[src/rtl/bcd_pkg.sv]
// Shared definitions for the serial BCD adder: controller states, BCD constants and a
// digit-legality helper.
package bcd_pkg;

  localparam int unsigned DIGIT_W  = 4;
  localparam int unsigned BCD_MAX  = 9;
  localparam int unsigned BCD_CORR = 6;

  typedef enum logic [1:0] {
    StIdle,
    StRun,
    StDone
  } state_e;

  // High when a 4-bit digit lies outside the BCD range 0..9.
  function automatic logic digit_illegal(input logic [DIGIT_W-1:0] d);
    return d > DIGIT_W'(BCD_MAX);
  endfunction

endpackage

[src/rtl/bcd_digit_stage.sv]
// Single-digit BCD adder (combinational).
// Ports:
//   a, b  : input BCD digits
//   c     : carry in
//   digit : BCD sum digit
//   carry : decimal carry out
// Illegal input digits are run through the same rule; the result is then meaningless.
module bcd_digit_stage
  import bcd_pkg::*;
(
  input  logic [DIGIT_W-1:0] a,
  input  logic [DIGIT_W-1:0] b,
  input  logic               c,
  output logic [DIGIT_W-1:0] digit,
  output logic               carry
);

  logic [DIGIT_W:0] s;
  logic [DIGIT_W:0] s_corr;

  always_comb begin
    s      = {1'b0, a} + {1'b0, b} + {{DIGIT_W{1'b0}}, c};
    // Max 9+9+1+6 = 25 still fits in five bits.
    s_corr = s + (DIGIT_W + 1)'(BCD_CORR);
    if (s > (DIGIT_W + 1)'(BCD_MAX)) begin
      digit = s_corr[DIGIT_W-1:0];
      carry = 1'b1;
    end else begin
      digit = s[DIGIT_W-1:0];
      carry = 1'b0;
    end
  end

endmodule

[src/rtl/bcd_serial_add_ctrl.sv]
// Packed-BCD adder that reuses one digit stage, one digit per clock, LSD first.
// Ports:
//   clk, rst            : clock, asynchronous active-high reset
//   in_valid, in_ready  : operand handshake (A, B, cin)
//   A, B, cin           : packed BCD operands and carry into digit 0
//   out_valid, out_ready: result handshake (sum, cout, err)
//   sum, cout           : packed BCD result and carry out of the top digit
//   err                 : some captured operand digit was > 9
//   busy                : high while digits are being processed
module bcd_serial_add_ctrl
  import bcd_pkg::*;
#(
  parameter int unsigned DIGITS = 4
) (
  input  logic                      clk,
  input  logic                      rst,
  input  logic                      in_valid,
  output logic                      in_ready,
  input  logic [DIGIT_W*DIGITS-1:0] A,
  input  logic [DIGIT_W*DIGITS-1:0] B,
  input  logic                      cin,
  output logic                      out_valid,
  input  logic                      out_ready,
  output logic [DIGIT_W*DIGITS-1:0] sum,
  output logic                      cout,
  output logic                      err,
  output logic                      busy
);

  localparam int unsigned W    = DIGIT_W * DIGITS;
  localparam int unsigned IdxW = (DIGITS > 1) ? $clog2(DIGITS) : 1;
  localparam logic [IdxW-1:0] LastIdx = IdxW'(DIGITS - 1);

  state_e            state_q, state_d;
  logic [W-1:0]      a_q, a_d;
  logic [W-1:0]      b_q, b_d;
  logic [W-1:0]      sum_q, sum_d;
  logic [IdxW-1:0]   idx_q, idx_d;
  logic              carry_q, carry_d;
  logic              cout_q, cout_d;
  logic              err_q, err_d;

  logic [DIGIT_W-1:0] a_dig, b_dig, st_digit;
  logic               st_carry;
  logic               any_illegal;

  // Select the current digit of the captured operands.
  always_comb begin
    a_dig = '0;
    b_dig = '0;
    for (int k = 0; k < DIGITS; k++) begin
      if (idx_q == IdxW'(k)) begin
        a_dig = a_q[DIGIT_W*k +: DIGIT_W];
        b_dig = b_q[DIGIT_W*k +: DIGIT_W];
      end
    end
  end

  bcd_digit_stage u_stage (
    .a     (a_dig),
    .b     (b_dig),
    .c     (carry_q),
    .digit (st_digit),
    .carry (st_carry)
  );

  always_comb begin
    any_illegal = 1'b0;
    for (int k = 0; k < DIGITS; k++) begin
      if (digit_illegal(A[DIGIT_W*k +: DIGIT_W]) || digit_illegal(B[DIGIT_W*k +: DIGIT_W])) begin
        any_illegal = 1'b1;
      end
    end
  end

  always_comb begin
    state_d   = state_q;
    a_d       = a_q;
    b_d       = b_q;
    sum_d     = sum_q;
    idx_d     = idx_q;
    carry_d   = carry_q;
    cout_d    = cout_q;
    err_d     = err_q;
    in_ready  = 1'b0;
    out_valid = 1'b0;
    busy      = 1'b0;

    unique case (state_q)
      StIdle: begin
        in_ready = 1'b1;
        if (in_valid) begin
          a_d     = A;
          b_d     = B;
          carry_d = cin;
          idx_d   = '0;
          sum_d   = '0;
          err_d   = any_illegal;
          state_d = StRun;
        end
      end
      StRun: begin
        busy = 1'b1;
        for (int k = 0; k < DIGITS; k++) begin
          if (idx_q == IdxW'(k)) sum_d[DIGIT_W*k +: DIGIT_W] = st_digit;
        end
        carry_d = st_carry;
        if (idx_q == LastIdx) begin
          cout_d  = st_carry;
          state_d = StDone;
        end else begin
          idx_d = idx_q + 1'b1;
        end
      end
      StDone: begin
        out_valid = 1'b1;
        if (out_ready) state_d = StIdle;
      end
      default: state_d = StIdle;
    endcase
  end

  always_ff @(posedge clk or posedge rst) begin
    if (rst) begin
      state_q <= StIdle;
      a_q     <= '0;
      b_q     <= '0;
      sum_q   <= '0;
      idx_q   <= '0;
      carry_q <= 1'b0;
      cout_q  <= 1'b0;
      err_q   <= 1'b0;
    end else begin
      state_q <= state_d;
      a_q     <= a_d;
      b_q     <= b_d;
      sum_q   <= sum_d;
      idx_q   <= idx_d;
      carry_q <= carry_d;
      cout_q  <= cout_d;
      err_q   <= err_d;
    end
  end

  assign sum  = sum_q;
  assign cout = cout_q;
  assign err  = err_q;

endmodule
[config.mk]
export PLATFORM = sky130hd
export DESIGN_NAME = bcd_serial_add_ctrl
export DESIGN_NICKNAME = d
export VERILOG_FILES = /design/src/rtl/bcd_pkg.sv /design/src/rtl/bcd_digit_stage.sv /design/src/rtl/bcd_serial_add_ctrl.sv
export SDC_FILE = /design/constraint.sdc
export NUM_CORES = 1
export LEC_CHECK = 0
export ABC_AREA = 1
export CAP_MARGIN = 20
export CORE_AREA = 10 10 64 119
export DETAILED_ROUTE_END_ITERATION = 6
export DIE_AREA = 0 0 74 129
export MAX_ROUTING_LAYER = met4
export PLACE_DENSITY = 0.75
export SKIP_CTS_REPAIR_TIMING = 1
export SLEW_MARGIN = 10
export SYNTH_ARGS = -nofsm -noshare
export SYNTH_HDL_FRONTEND = slang
export SYNTH_HIERARCHICAL = 1
export SYNTH_SLANG_ARGS = --single-unit
[constraint.sdc]
create_clock -name clk -period 4.3 [get_ports clk]
set_clock_uncertainty 0.05 [all_clocks]
set_input_delay 1.29 -clock clk [delete_from_list [all_inputs] [get_ports clk]]
set_output_delay 1.29 -clock clk [all_outputs]
set_load 0.02 [all_outputs]
==> results of run 1 <==
==> final timing paths <==
path                                from  endpoint  slack, ns  depth (start not counted)
worst max-delay path            idx_q[0]   sum[10]       0.31                         18
worst min-delay path             b_q[14]   b_q[14]       0.43                          2
worst max register to register  idx_q[0]   sum[10]       0.31                         18
worst min register to register   b_q[14]   b_q[14]       0.43                          2
max in group asynchronous            rst    sum[0]       2.30                          3
min in group asynchronous            rst   sum[10]       1.27                          2
==> registers in the layout, indices dropped and copies added (netlist names) <==
register	cells
carry_q	1
b_q	16
a_q	16
err	1
sum	16
idx_q	2
state_q	2
cout	1
==> power breakdown <==
| part | total (mW) | internal (mW) | switching, mW |
|---|---|---|---|
| combinational | 2.28 | 0.830 | 1.45 |
| clock | 0.404 | 0.218 | 0.186 |
| sequential | 0.899 | 0.755 | 0.143 |
| total | 3.58 | 1.80 | 1.78 |
==> metal layers <==
metal | up-vias | GRT usage (%)
met1 | 1197 | 15.5
met5 | - | -
li1 | 1297 | -
met4 | 0 | 9.70
met2 | 78 | 30.2
met3 | 27 | 3.00
==> logic make-up after synthesis <==
kind of cell	synth area share (%)
fa+ha+maj	4.84
simple gates	31.9
compound gates	9.54
buf+inv	6.26
flops	47.5
==> per-stage QoR <==
| stage | total power, mW | cell area (um2) | hold WS (ns) | utilization, % |
|---|---|---|---|---|
| after floorplan | 2.59 | 2900 | 0.392 | - |
| after global placement | 3.11 | 3490 | 0.407 | 61.1 |
| after detailed placement | 3.18 | 3490 | 0.410 | 61.1 |
| after CTS | 3.60 | 3640 | 0.429 | 63.7 |
| after global routing | 3.94 | 3640 | 0.450 | 63.7 |
| final | 3.58 | 3640 | 0.428 | 63.7 |
==> layout make-up <==
cell class                      instances  area [um2]  share of cell area, %
Multi-Input combinational cell        283        1340                   36.9
Timing Repair Buffer                   60         593                   16.3
Inverter                               28         105                   2.89
Clock inverter                          2        16.3                  0.447
Tap cell                               61        76.3                   2.10
Clock buffer                            6         129                   3.54
Sequential cell                        55        1380                   37.9
==> worst max-delay path, delay by kind of cell (launching register included) <==
kind / cells / cell delay [ns]
adders and majority gates: 4 / 1.60
and+or+nand+nor: 9 / 1.09
buffers and inverters: 2 / 0.42
DFF: 1 / 0.39
AOI/OAI and AO/OA: 3 / 0.34
==> placed cells by master (no fill, tap or decap), types with 3 or more instances in the layout <==
cell type	n
clkbuf_16	5
buf_4	3
nand2_1	174
o21ai_1	6
clkdlybuf4s50_1	57
inv_2	7
ha_1	8
dfrtp_1	55
o21ai_0	18
nand2_2	5
a21oi_1	17
inv_1	20
nor2_1	18
nand2_4	3
nand3_1	24
==> flow_metrics.env, run 1 <==
export IMPL_syn2layout_area_growth_pct=25.5
export IMPL_synthTopCellsByArea="dfrtp_1, nand2_1, nand3_1"
export IMPL_worstSetupEndpointType="flip-flop"
export IMPL_powerDensity_nw_per_um2=985
export IMPL_maxCapViolCount=0
export IMPL_antenna_found_initial=0
export IMPL_maxSlewHeadroom_pct=62.3
export IMPL_grt_pass1_vias=2690
export IMPL_wl_met2_um=4060
export IMPL_synth_top_area_share_pct=47.5
export IMPL_hold_path_class="flip-flop to flip-flop"
export IMPL_syn_area_um2=2900
export IMPL_leakage_nw=1.85
export IMPL_wirelength_um=7300
export IMPL_syn_inst=379
export IMPL_finalSetupViolCount=0
export IMPL_grt_overflow=0
export IMPL_yosysWarnings=6
export IMPL_wl_per_cell_um=14.7
export IMPL_die_w_um=74
export IMPL_hold_viol=0
export IMPL_wl_met1_um=2610
export IMPL_fin_nets=480
export IMPL_nFillCells=516
export IMPL_cp_arrival_ns=4.16
export IMPL_crit_fanout=11
export IMPL_dp_cells=487
export IMPL_post_route_period_util_pct=92.7
export IMPL_vias=2599
export IMPL_synthFlopType="dfrtp_1"
export IMPL_max_stage_delay_ns=0.46
export IMPL_die_area_um2=9550
export IMPL_crit_slowest_cell="ha_1"
export IMPL_cp_start_kind="flip-flop"
export IMPL_cts_root_buf="clkbuf_16"
export IMPL_drive_gt1_share_pct=7.14
export IMPL_finalWorstSetupSlack_ns=0.314
export IMPL_grt_max_degree=52
export IMPL_hpwl_um=5850
export IMPL_routed_top_layer="met4"
export IMPL_track_usage_pct=16.7
export IMPL_crit_type="flip-flop to flip-flop"
export IMPL_routed_via_density=5.25
export IMPL_pre_cts_ws_ns=0.326
export IMPL_required_ns=4.47
export IMPL_post_route_drc_count=0
export IMPL_path_clk_slew_ns=0.07
export IMPL_yosysTopAreaCell="dfrtp_1"
export IMPL_dr_pass1_iters=4
export IMPL_async_reset_ff_share_pct=100
export IMPL_max_vdd_ir_drop_uv=739
export IMPL_fin_cells=495
export IMPL_cts_buffer_depth=2
export IMPL_setup_tns_ns=0
export IMPL_synth_seq_area_share_pct=47.5
export IMPL_fp_row_count=39
export IMPL_drt_initial_drc_count=98
export IMPL_status="finished clean"
export IMPL_core_um2=5710
export IMPL_pin_count=58
export IMPL_synthTopCellsByCount="nand2_1, dfrtp_1, nand3_1, inv_1"
export IMPL_syn_mean_instance_area_um2=7.65
export IMPL_tightest_slew_ns=0.566
export IMPL_cts_tree="built"
export IMPL_cts_sinks=55
export IMPL_gp_congestion=0.960
export IMPL_ctsHtreeMaxLevel=2
export IMPL_grt_pass1_wl_um=12300
export IMPL_synth_edff_count=0
export IMPL_ys_ff_latch=55
export IMPL_dr_wl_met3_um=278
export IMPL_clk_latency_ns=0.30
export IMPL_postSynthNetCount=426
export IMPL_ys_types=25
export IMPL_max_freq_ghz=0.251
export IMPL_fp_dieH_um=129
export IMPL_io_buffers=57
export IMPL_start_util_pct=50.8
export IMPL_ant_nets=0
export IMPL_diodes=0
export IMPL_synth_most_common_cell="nand2_1"
export IMPL_crit_path_frequent_cell="nand2_1"
export IMPL_rsz0062_at_grt="false"
export IMPL_fin_crit_ns=3.99
export IMPL_crit_path_cell_trace="ha_1 -> clkinv_1 -> nor2_1 -> a21oi_1 -> fa_1 -> fa_1 -> nand2_1 -> nand2_2 -> ha_1 -> a21oi_4 -> nand2_4 -> nand2_4 -> nand2_1 -> nand2_1 -> inv_1 -> nor2_1 -> nand2_1 -> o21ai_1"
export IMPL_cts_buffers_inserted=5
export IMPL_finalMaxSlewViolations=0
No activity file was read; power rests on OpenSTA's default activity.
==> run 2, diff against run 1 <==
--- a/config.mk
+++ b/config.mk
@@ -5,13 +5,12 @@
 export SDC_FILE = /design/constraint.sdc
 export NUM_CORES = 1
 export LEC_CHECK = 0
-export ABC_AREA = 1
 export CAP_MARGIN = 20
-export CORE_AREA = 10 10 64 119
+export CORE_AREA = 2 2 57 112
 export DETAILED_ROUTE_END_ITERATION = 6
-export DIE_AREA = 0 0 74 129
+export DIE_AREA = 0 0 59 114
 export MAX_ROUTING_LAYER = met4
-export PLACE_DENSITY = 0.75
+export PLACE_DENSITY = 0.72
 export SKIP_CTS_REPAIR_TIMING = 1
 export SLEW_MARGIN = 10
 export SYNTH_ARGS = -nofsm -noshare
==> run 2 against run 1 <==
Net effect: flip-flop and latch count unchanged; clock-buffer cell count stayed put; highest routed layer unchanged; critical path depth decreased by 3; maximum frequency fell by 0.79%; non-clock buffer count up 5; register-to-register slack got worse by 0.03 ns.
==> flow_metrics.env, run 2 <==
export IMPL_fin_nets=335
export IMPL_wl_per_cell_um=17.2
export IMPL_cts_root_buf="clkbuf_16"
export IMPL_cp_arrival_ns=4.15
export IMPL_ys_types=35
export IMPL_synthFlopType="dfrtp_1"
export IMPL_yosysTopAreaCell="dfrtp_1"
export IMPL_crit_cells=15
export IMPL_routed_via_density=5.73
export IMPL_syn_mean_instance_area_um2=12.5
export IMPL_syn_area_um2=2870
export IMPL_grt_overflow=0
export IMPL_fp_row_count=40
export IMPL_synth_edff_count=0
export IMPL_ys_ff_latch=55
export IMPL_grt_max_degree=37
export IMPL_worstReg2RegEnd="sum[6]"
export IMPL_crit_slowest_cell="fa_2"
export IMPL_grt_pass1_vias=2119
export IMPL_pin_count=58
export IMPL_dr_pass1_iters=4
export IMPL_synthTopCellsByArea="dfrtp_1, mux2_2, a22o_1"
export IMPL_hpwl_um=4500
export IMPL_crit_fanout=8
export IMPL_cts_tree="built"
export IMPL_synth_seq_area_share_pct=47.9
export IMPL_syn_inst=230
export IMPL_status="finished clean"
export IMPL_ant_nets=0
export IMPL_gp_congestion=0.834
export IMPL_track_usage_pct=20.2
export IMPL_hold_viol=0
export IMPL_path_clk_slew_ns=0.07
export IMPL_cp_endpoint="sum[6]"
export IMPL_tightest_slew_ns=0.728
export IMPL_die_w_um=59
export IMPL_diodes=0
export IMPL_final_common_cell="clkdlybuf4s50_1"
export IMPL_nFillCells=490
export IMPL_async_reset_ff_share_pct=100
export IMPL_ctsHtreeMaxLevel=2
export IMPL_max_freq_ghz=0.249
export IMPL_wirelength_um=6050
export IMPL_cp_start_kind="flip-flop"
export IMPL_post_route_drc_count=0
export IMPL_cpLargestDelayFamily="adder cells"
export IMPL_grt_pass1_wl_um=10100
export IMPL_synthTopCellsByCount="dfrtp_1, mux2_2, a22o_1, nor2b_1, nand2_1"
export IMPL_start_util_pct=48.6
export IMPL_postSynthNetCount=277
export IMPL_finalSetupViolCount=0
export IMPL_synth_top_area_share_pct=47.9
export IMPL_final_cell_mix="clkdlybuf4s50_1, dfrtp_1, mux2_2"
export IMPL_rrSetupSlack_ns=0.28
export IMPL_drive_gt1_share_pct=27.3
export IMPL_place_area_um2=3500
export IMPL_rr_worst_depth=15
export IMPL_startpoint="idx_q[1]"
export IMPL_worstSetupEndpointType="flip-flop"
export IMPL_post_route_period_util_pct=93.4
export IMPL_maxSlewHeadroom_pct=51.4
export IMPL_yosysWarnings=6
export IMPL_synth_most_common_cell="dfrtp_1"
export IMPL_rsz0062_at_grt="false"
export IMPL_cts_buffers_inserted=5
export IMPL_drt_initial_drc_count=56
export IMPL_crit_type="flip-flop to flip-flop"
export IMPL_maxCapViolCount=0
export IMPL_die_area_um2=6730
export IMPL_cts_sinks=55
export IMPL_finalMaxSlewViolations=0
export IMPL_clk_latency_ns=0.30
export IMPL_path_buf_inv=2
export IMPL_setup_tns_ns=0
export IMPL_max_stage_delay_ns=0.41
export IMPL_required_ns=4.43
export IMPL_io_buffers=57
export IMPL_core_um2=5910
export IMPL_fin_crit_ns=4.02
export IMPL_fp_dieH_um=114
export IMPL_cts_buffer_depth=2
export IMPL_hold_path_class="flip-flop to flip-flop"
export IMPL_syn2layout_area_growth_pct=29.2
export IMPL_final_area_um2=3710
export IMPL_vias=2018
export IMPL_crit_path_cell_trace="inv_1 -> ha_1 -> buf_4 -> a221oi_1 -> o31ai_1 -> fa_2 -> fa_1 -> xnor2_1 -> ha_2 -> a31o_1 -> o31ai_4 -> mux2i_1 -> nor2b_2 -> mux2_2 -> a22o_1"
export IMPL_antenna_found_initial=0
export IMPL_reg2reg_from="idx_q[1]"
[run 2: how the worst min path moves through the flow]
stage	startpoint	end	slack, ns	cells after the start
floorplan	a_q[0]	a_q[0]	0.42	1
global placement	cout	cout	0.44	1
detailed placement	cout	cout	0.45	1
CTS	cout	cout	0.46	1
global route	b_q[5]	b_q[5]	0.48	1
finish	b_q[5]	b_q[5]	0.46	1
[run 2: layout make-up]
type | count | area, um2 | share of cell area [%]
tap | 63 | 78.8 | 2.12
clock inverter | 2 | 38.8 | 1.05
clock buffer | 6 | 139 | 3.74
timing repair buffer | 65 | 643 | 17.3
multi-input combinational | 154 | 1410 | 38.0
inverter | 7 | 26.3 | 0.708
sequential | 55 | 1380 | 37.1
[run 2: cells by family (layout without fill, tap and decap cells)]
family / after synthesis / after routing / synth area share (%)
AND/OR/NAND/NOR: 37 / 37 / 7.49
adder cells (fa/ha/maj): 10 / 10 / 4.88
XOR/XNOR: 2 / 2 / 0.610
AO/OA/AOI/OAI: 53 / 53 / 14.3
multiplexers: 52 / 52 / 20.3
flip-flops: 55 / 55 / 47.9
buffers and inverters: 21 / 80 / 4.49
[run 2: metal layers]
metal | track usage [%] | part of all wire (%)
met1 | 25.8 | 41
met2 | 32.1 | 53
met4 | 6.67 | 2.1
met3 | 3.74 | 3.8
met5 | - | 0
[run 2: per-stage QoR]
step	hold slack (ns)	worst slack, ns	instances	utilization, %
detailed placement	0.448	0.0612	344	59.2
floorplan	0.423	0.355	230	-
CTS	0.462	0.00250	352	62.2
finish	0.463	0.283	352	62.8
global placement	0.438	0.289	343	58.9
global route	0.482	0.0588	352	62.8
Power of run 2 is left out: the tool's default activity adds up to more than one toggle a clock period on the data nets, which glitch-free logic cannot reach.
==> run 3, diff against run 2 <==
--- a/config.mk
+++ b/config.mk
@@ -6,11 +6,11 @@
 export NUM_CORES = 1
 export LEC_CHECK = 0
 export CAP_MARGIN = 20
-export CORE_AREA = 2 2 57 112
+export CORE_AREA = 2 2 63 125
 export DETAILED_ROUTE_END_ITERATION = 6
-export DIE_AREA = 0 0 59 114
+export DIE_AREA = 0 0 65 127
 export MAX_ROUTING_LAYER = met4
-export PLACE_DENSITY = 0.72
+export PLACE_DENSITY = 0.6
 export SKIP_CTS_REPAIR_TIMING = 1
 export SLEW_MARGIN = 10
 export SYNTH_ARGS = -nofsm -noshare
==> run 3 against run 2 <==
Net effect: setup slack worse by 0.043 ns; maximum frequency down 1.1%; design area up 0.54%; register-to-register slack worse by 0.04 ns; first-iteration DRC count up 43%; cell count up 8.5%; largest cell class unchanged; die area up 23%.
==> flow_metrics.env, run 3 (synthesized netlist as in run 2, its figures left out) <==
export IMPL_status="finished clean"
export IMPL_die_area_um2=8260
export IMPL_cpLargestDelayFamily="adder cells"
export IMPL_worstSetupEndpointType="flip-flop"
export IMPL_cp_start_kind="flip-flop"
export IMPL_wl_per_cell_um=18.0
export IMPL_startpoint="idx_q[0]"
export IMPL_crit_path_cell_trace="inv_1 -> ha_1 -> nor2b_1 -> a221oi_2 -> o31ai_2 -> fa_1 -> fa_1 -> xnor2_1 -> ha_1 -> a31o_1 -> a2111oi_2 -> nor2b_1 -> nor2b_1 -> mux2_2 -> a22o_1"
export IMPL_hold_viol=0
export IMPL_final_cell_mix="clkdlybuf4s50_1, dfrtp_1, mux2_2"
export IMPL_start_util_pct=39.8
export IMPL_fin_nets=337
export IMPL_drt_initial_drc_count=80
export IMPL_maxSlewHeadroom_pct=52.7
export IMPL_syn2layout_area_growth_pct=29.9
export IMPL_post_route_drc_count=0
export IMPL_track_usage_pct=18.2
export IMPL_worstHoldStart="a_q[1]"
export IMPL_ctsHtreeMaxLevel=2
export IMPL_finalSetupViolCount=0
export IMPL_vias=2020
export IMPL_drive_gt1_share_pct=27.6
export IMPL_maxCapViolCount=0
export IMPL_cts_sinks=55
export IMPL_crit_slowest_cell="fa_1"
export IMPL_cts_buffers_inserted=5
export IMPL_multi_input_area_um2=1410
export IMPL_path_clk_slew_ns=0.07
export IMPL_clk_latency_ns=0.29
export IMPL_post_route_period_util_pct=94.4
export IMPL_cp_arrival_ns=4.18
export IMPL_path_buf_inv=1
export IMPL_finalMaxSlewViolations=0
export IMPL_crit_type="flip-flop to flip-flop"
export IMPL_crit_path_frequent_cell="nor2b_1"
export IMPL_max_freq_ghz=0.246
export IMPL_wirelength_um=6860
export IMPL_final_area_um2=3730
export IMPL_crit_fanout=4
export IMPL_final_common_cell="clkdlybuf4s50_1"
export IMPL_required_ns=4.42
export IMPL_hpwl_um=5250
export IMPL_regArea_um2=1380
export IMPL_grt_pass1_wl_um=11000
export IMPL_cts_root_buf="clkbuf_16"
export IMPL_io_buffers=57
export IMPL_grt_pass1_vias=2116
export IMPL_grt_max_degree=37
export IMPL_routed_via_density=5.29
export IMPL_die_w_um=65
export IMPL_fp_dieH_um=127
export IMPL_cts_tree="built"
export IMPL_grt_overflow=0
export IMPL_pin_count=58
export IMPL_gp_congestion=0.803
export IMPL_fp_row_count=44
export IMPL_nFillCells=669
export IMPL_antenna_found_initial=0
export IMPL_tightest_slew_ns=0.710
export IMPL_cts_buffer_depth=2
export IMPL_ant_nets=0
export IMPL_core_um2=7210
export IMPL_reg2reg_from="idx_q[0]"
export IMPL_dr_pass1_iters=4
export IMPL_fin_crit_ns=4.06
export IMPL_place_area_um2=3540
export IMPL_max_stage_delay_ns=0.45
export IMPL_diodes=0
export IMPL_hold_path_class="flip-flop to flip-flop"
run 3: changes by cell type in the layout (fill, tap and decap cells not counted), sizes merged:
cell,change
buf,+2
inv,-1
run 3: cell type report:
class | count | share of cell area (%)
Tap cell | 92 | 3.09
Multi-Input combinational cell | 154 | 37.7
Clock buffer | 6 | 3.45
Sequential cell | 55 | 36.9
Clock inverter | 1 | 0.805
Inverter | 7 | 0.704
Timing Repair Buffer | 67 | 17.3
run 3: path summary, 6_finish.rpt:
path                       endpoint  slack (ns)  depth (start not counted)
setup / recovery            sum[11]        0.24                         15
hold / removal               a_q[1]        0.46                          1
setup reg to reg            sum[11]        0.24                         15
hold reg to reg              a_q[1]        0.46                          1
max in group asynchronous  idx_q[0]        2.07                          3
min in group asynchronous    b_q[6]        1.32                          2
run 3: worst register-to-register path, delay by kind of cell, from the launching register on:
family	cells	cell delay, ns
xor+xnor	1	0.18
buf+inv	1	0.08
flops	1	0.42
fa+ha+maj	4	1.35
mux	1	0.29
simple gates	3	0.40
compound gates	5	1.17
run 3: routing by layer:
| layer | global-route usage [%] | part of all wire (%) | wire [um] |
|---|---|---|---|
| met1 | 20.2 | 39 | 2680 |
| met2 | 32.4 | 55 | 3800 |
| met5 | - | 0 | 0 |
| met4 | 6.76 | 2.3 | 157 |
| met3 | 2.38 | 3.2 | 216 |
run 3: stage by stage:
step	std cells	utilization, %	TNS, ns	setup slack, ns	hold slack (ns)
finish	382	51.7	0	0.240	0.461
global route	382	51.7	-0.00735	-0.00397	0.481
CTS	382	51.2	-0.00665	-0.00665	0.463
detailed placement	375	49.0	0	0.00916	0.447
global placement	375	49.0	0	0.162	0.441
floorplan	230	-	0	0.355	0.423
Power of run 3 is left out for the same reason.
